$ cat config.mk
export PLATFORM = sky130hd
export DESIGN_NAME = btn_debounce
export DESIGN_NICKNAME = d
export VERILOG_FILES = /design/src/rtl/btn_debounce.sv
export SDC_FILE = /design/constraint.sdc
export NUM_CORES = 1
export LEC_CHECK = 0
export BUFFER_PORTS_ARGS = -buffer_cell sky130_fd_sc_hd__buf_2
export CORE_MARGIN = 4
export CORE_UTILIZATION = 35
export DETAILED_ROUTE_END_ITERATION = 8
export GPL_ROUTABILITY_DRIVEN = 0
export PLACE_DENSITY = 0.55
export SYNTH_ARGS = -nofsm -noshare
export SYNTH_HDL_FRONTEND = slang
export SYNTH_SLANG_ARGS = --single-unit
export TNS_END_PERCENT = 20
$ cat constraint.sdc
create_clock -name clk -period 2 [get_ports clk]
set_input_delay 0.2 -clock clk [delete_from_list [all_inputs] [get_ports clk]]
set_output_delay 0.2 -clock clk [all_outputs]
set_load 0.03 [all_outputs]
$ cat src/rtl/btn_debounce.sv
// Push-button conditioner: two-flop synchroniser, debounce FSM, press/release pulses and LED toggle.
// Define BTN_LONG_PRESS_EN to add the hold counter that drives long_press; otherwise long_press is tied low.
module btn_debounce #(
  parameter int DEBOUNCE_CYCLES = 16,
  parameter int CNT_W           = 20,
  parameter int LONG_CYCLES     = 64
) (
  input  logic clk,
  input  logic reset,
  input  logic btn_in,
  output logic btn_level,
  output logic press_pulse,
  output logic release_pulse,
  output logic toggle_led,
  output logic long_press
);

  typedef enum logic [1:0] {
    STABLE_LO,
    WAIT_HI,
    STABLE_HI,
    WAIT_LO
  } state_t;

  localparam logic [CNT_W-1:0] CNT_LAST = CNT_W'(DEBOUNCE_CYCLES - 1);

  // Reject parameter sets the counters cannot represent at elaboration time.
  if (DEBOUNCE_CYCLES < 2 || longint'(DEBOUNCE_CYCLES) > (longint'(1) << CNT_W)) begin : g_bad_debounce
    $error("btn_debounce: DEBOUNCE_CYCLES out of range");
  end
  if (LONG_CYCLES < 1 || longint'(LONG_CYCLES) > (longint'(1) << CNT_W)) begin : g_bad_long
    $error("btn_debounce: LONG_CYCLES out of range");
  end

  state_t           state;
  logic             sync1;
  logic             sync2;
  logic [CNT_W-1:0] cnt;

  always_ff @(posedge clk) begin
    if (reset) begin
      sync1 <= 1'b0;
      sync2 <= 1'b0;
    end else begin
      sync1 <= btn_in;
      sync2 <= sync1;
    end
  end

  // A level is accepted only after DEBOUNCE_CYCLES+1 consecutive agreeing sync2 samples.
  always_ff @(posedge clk) begin
    if (reset) begin
      state         <= STABLE_LO;
      cnt           <= '0;
      btn_level     <= 1'b0;
      press_pulse   <= 1'b0;
      release_pulse <= 1'b0;
      toggle_led    <= 1'b0;
    end else begin
      press_pulse   <= 1'b0;
      release_pulse <= 1'b0;
      case (state)
        STABLE_LO: begin
          if (sync2) begin
            state <= WAIT_HI;
            cnt   <= '0;
          end
        end
        WAIT_HI: begin
          if (!sync2) begin
            state <= STABLE_LO;
          end else if (cnt == CNT_LAST) begin
            state       <= STABLE_HI;
            btn_level   <= 1'b1;
            press_pulse <= 1'b1;
            toggle_led  <= ~toggle_led;
            cnt         <= '0;
          end else begin
            cnt <= cnt + CNT_W'(1);
          end
        end
        STABLE_HI: begin
          if (!sync2) begin
            state <= WAIT_LO;
            cnt   <= '0;
          end
        end
        WAIT_LO: begin
          if (sync2) begin
            state <= STABLE_HI;
          end else if (cnt == CNT_LAST) begin
            state         <= STABLE_LO;
            btn_level     <= 1'b0;
            release_pulse <= 1'b1;
            cnt           <= '0;
          end else begin
            cnt <= cnt + CNT_W'(1);
          end
        end
        default: begin
          state <= STABLE_LO;
          cnt   <= '0;
        end
      endcase
    end
  end

`ifdef BTN_LONG_PRESS_EN
  localparam logic [CNT_W-1:0] HOLD_LAST = CNT_W'(LONG_CYCLES - 1);

  logic [CNT_W-1:0] hold_cnt;
  logic             long_fired;

  // Hold counter restarts only on an accepted press, so a WAIT_LO bounce keeps the count going.
  always_ff @(posedge clk) begin
    if (reset) begin
      hold_cnt   <= '0;
      long_fired <= 1'b0;
      long_press <= 1'b0;
    end else begin
      long_press <= 1'b0;
      if (state == WAIT_HI && sync2 && cnt == CNT_LAST) begin
        hold_cnt   <= '0;
        long_fired <= 1'b0;
      end else if (state == STABLE_HI || state == WAIT_LO) begin
        if (hold_cnt != HOLD_LAST) begin
          hold_cnt <= hold_cnt + CNT_W'(1);
        end else if (!long_fired) begin
          long_press <= 1'b1;
          long_fired <= 1'b1;
        end
      end
    end
  end
`else
  assign long_press = 1'b0;
`endif

endmodule
Word-level counts from Yosys, hierarchy flattened
Cells that the tools add are included.
{"block": "word_totals", "reg_bits": 28, "out_inout_bits": 5, "word_cells": 52}
{"block": "classes", "bitwise": 4, "n_mux": 19, "eq_ne": 12, "n_reduce_logical": 8, "add_sub_neg": 1}
{"op": "2-to-1 mux 20 bit", "n": 5}
{"op": "case mux 20 bit (4 select lines)", "n": 1}
{"op": "adder 20 x 1 -> 20 bit, second input constant", "n": 1}
{"op": "equality test 20 x 4 -> 1 bit, second input constant", "n": 1}
{"op": "2-to-1 mux 2 bit", "n": 6}
{"op": "inequality test 2 bit, second input constant", "n": 6}
{"op": "case mux 2 bit (4 select lines)", "n": 1}
{"op": "AND reduction 4 bit", "n": 2}
{"op": "inequality test 3 bit, second input constant", "n": 2}
{"op": "OR reduction 3 bit", "n": 2}
{"op": "2-to-1 mux 1 bit", "n": 5}
{"op": "AND reduction 5 bit", "n": 1}
{"op": "equality test 2 bit, second input constant", "n": 2}
{"op": "inverter 1 bit", "n": 4}
{"op": "AND reduction 3 bit", "n": 1}
{"op": "equality test 2 x 1 -> 1 bit, second input constant", "n": 1}
{"op": "zero test 2 bit", "n": 1}
{"op": "case mux 1 bit (2 select lines)", "n": 1}
{"op": "nonzero test 2 bit", "n": 1}

Logic depth before layout (Yosys ltp)
{"block": "logic_depth", "word_depth": 4, "ltp_mapped": 7}

Worst setup path after synthesis
Ideal clock, no wire load.
{"block": "synth_path", "path_kind": "flip-flop to flip-flop", "start": "register cnt[0]", "end": "register cnt[18]", "setup_time_ns": 0.117, "path_buffers": 0, "arrival_time_ns": 1.609, "stages_incl_launch_ff": 7, "period_less_slack_ns": 1.727, "path_slack_ns": 0.273, "cell_sequence": "dfxtp_1 ha_1 nand4_1 nor4_4 or3b_1 xnor2_1 nor2_1"}
{"block": "synth_between", "elab_chain_len": 4}
{"element": "start: declaration", "line_no": "38", "source": "logic [CNT_W-1:0] cnt;"}
{"element": "start signal: assignment", "line_no": "79", "source": "cnt <= cnt + CNT_W'(1);"}
{"element": "start signal: assignment", "line_no": "97", "source": "cnt <= cnt + CNT_W'(1);"}
{"element": "adder 20 x 1 -> 20 bit or equality test 20 x 4 -> 1 bit (tied branches)"}
{"element": "2-to-1 mux 20 bit *", "line_no": "72, 91"}
{"element": "2-to-1 mux 20 bit (on tied branches)", "line_no": "89, 70"}
{"element": "case mux 20 bit (4 select lines) *", "line_no": "62", "source": "case (state)"}
Mark *: on every way between the ends. The rest lies on a longest branch, timed or not. The select of a mux whose other input is x is not followed.
A chain may end at the register's enable or synchronous reset.

Worst setup path in the final report
Ends and elaborated chain as after synthesis.

==> impl_metrics.yaml <==
yosys:
  yosys-top-cells-area: "dfxtp_1, nor2_1, xnor2_1, xor2_1, nand2_1"
  ys_warn_count: 0
  synthArstFlopShare: 0
  synth_area_sq_mm: 0.00124
  synthFlopType: "dfxtp_1"
  synth_common_cells: "nor2_1, dfxtp_1, nand2_1, xnor2_1, xor2_1"
  synth_top_area_share: 0.451
  synth.most_common_cell: "nor2_1"
  synth_cell_types: 33
  synth_edf_count: 0
  avgSynthCellArea_sq_um: 8.75
  syn_nets: 146
  ys_seq_area_frac: 0.451
  ys_ff_latch: 28
  synth_cells: 142
  yosysTopAreaCell: "dfxtp_1"
drt:
  drtIter0Drc: 25
  wirelength_um: 2180
  drc_errors: 0
  viasPerCell: 4.78
  first_pass_iters: 3
  antenna_left: 0
  routedWlPerCell_um: 11.1
  vias: 941
sta:
  hold_viol: 0
  rsz0062_at_grt: "no"
  setup-tns-final_ns: 0
  slew_violations: 0
  setup-violations-final: 0
  fin_crit_sh: 0.922
  fin_crit_ns: 1.84
  max_freq_ghz: 0.542
  finalClockSkew_ns: 0.000777
worst_hold_path:
  hold_depth: 2
  hp-start: "btn_in"
  hp-class: "primary input to flop"
  min_to: "sync1"
clock_network:
  cts_buffers: 3
  cts_max_level: 1
  clk_path_buf_depth: 2
  cts-root-buf: "clkbuf_4"
  clock-sinks: 28
  clk_pin_slew_ns: 0.14
  cts_tree: "yes"
  clock_latency_ns: 0.31
  cts_hold_buf: 0
finish:
  fillers: 337
  regArea_sq_um: 561
  fin_nets: 157
  multi_input_area_sq_um: 641
  area_growth_pct: 10.1
  final_core_util: 0.403
  drive_above_1_share: 0.119
  diodes: 0
  final_area_sq_mm: 0.00137
critical_path:
  slowest_stage: "dfxtp_1"
  r2r_end: "cnt[18]"
  cp.required_ns: 2.22
  crit_path_start_kind: "flop"
  rr_startpoint: "cnt[0]"
  crit_fanout: 4
  reg2reg_slack_ns: 0.16
  worst_setup_path_end_kind: "flop"
  cp_data_arrival_time_ns: 2.07
  cp_slowest_stage_delay_ns: 0.40
  r2r_cells: 6
  critPathKind: "flop to flop"
  critical_path.cell_chain: "ha_1, nand4_1, nor4_4, or3b_1, xnor2_1, nor2_1"
global_routing:
  first_global_vias: 943
  grtUsageTotal: 0.114
  gr-total-overflow: 0
  grt_pass1_wl_um: 4030
  antenna_found_initial: 0
  grt_start_max_net_pins: 17
power:
  power.leakage_nw: 0.514
  pwr_density_cell_mw_per_mm2: 602
  ir_drop_uv: 331
floorplan:
  start_util: 0.367
  fp.dieW_um: 67.6
  dieArea_sq_mm: 0.00457
  ioPinCount: 8
  die_h_um: 67.6
  coreArea_sq_mm: 0.00339
  rows: 21
outcome:
  status: "complete, no violations"
placement:
  place_area_sq_mm: 0.00134
  port_buffers: 6
  hpwl_um: 1620
run:
  drv_cap: 0
per-layer routing:
metal	wire length (um)	track usage
met1	1090	0.138
met2	1030	0.200
met3	45	0.0150
met4	14	0.0456
met5	0	0
sequential cells by signal (all words and copies together), names as in the netlist, named ones only:
signal         flops
cnt               20
sync2              1
btn_level          1
press_pulse        1
release_pulse      1
toggle_led         1
sync1              1
state              1
logic make-up after synthesis:
group | synth area share
adders and majority gates | 0.0101
xor gates and xnor gates | 0.127
and+or+nand+nor | 0.312
other | 0.00302
AOI/OAI and AO/OA | 0.0433
buffers and inverters | 0.0363
muxes | 0.0171
DFF | 0.451
critical path, delay by kind of cell, from the launching register on:
kind	cells	cell delay (ns)
adders and majority gates	1	0.23
and+or+nand+nor	4	0.98
DFF	1	0.40
xor gates and xnor gates	1	0.14
cell type report:
type | count | share of cell area
timing repair buffer | 11 | 0.0494
clock buffer | 3 | 0.0165
sequential | 28 | 0.410
tap | 46 | 0.0421
inverter | 5 | 0.0137
multi-input combinational | 104 | 0.468
metrics by stage:
step | worst slack [ns] | cells | power, W | hold slack (ns)
CTS | 0.125 | 197 | 0.000833 | 0.0754
floorplan | 0.273 | 142 | 0.000604 | 0.272
finish | 0.156 | 197 | 0.000823 | 0.0851
detailed placement | 0.162 | 194 | 0.000614 | 0.418
global route | 0.0287 | 197 | 0.000862 | 0.0712
global placement | 0.206 | 194 | 0.000613 | 0.411
how the worst max path moves through the flow:
stage	start	end	slack, ns
finish	cnt[0]	cnt[18]	0.16
global route	cnt[1]	cnt[18]	0.03
CTS	sync2	cnt[19]	0.13
detailed placement	sync2	cnt[19]	0.16
global placement	sync2	cnt[19]	0.21
floorplan	cnt[0]	cnt[18]	0.27
layout by cell type (no fill, tap or decap), types with 2 or more instances in the layout:
master    netlist  final
nor2_1         29     29
dfxtp_1        28     28
nand2_1        15     15
xnor2_1        10     10
xor2_1          8      8
buf_2           3      6
inv_1           5      5
nand4_1         5      5
buf_4           1      5
nand3_1         4      4
nor4_1          4      4
a21oi_1         3      3
nor2b_1         3      3
clkbuf_4        0      3
and3_1          2      2
a31oi_1         2      2
nor4_4          2      2
o21ai_0         2      2
power breakdown:
part           switching, W  total [W]  internal [W]
clock network      0.000151   0.000221     0.0000704
logic             0.0000255  0.0000358     0.0000103
registers        0.00000333   0.000566      0.000562
timing repair:
action / 4_1_cts / 5_1_grt
endpoints found under the setup margin: 0 / 1
gates resized for setup: 0 / 1
setup buffers: 0 / 0
No activity file was read; power rests on OpenSTA's default activity.
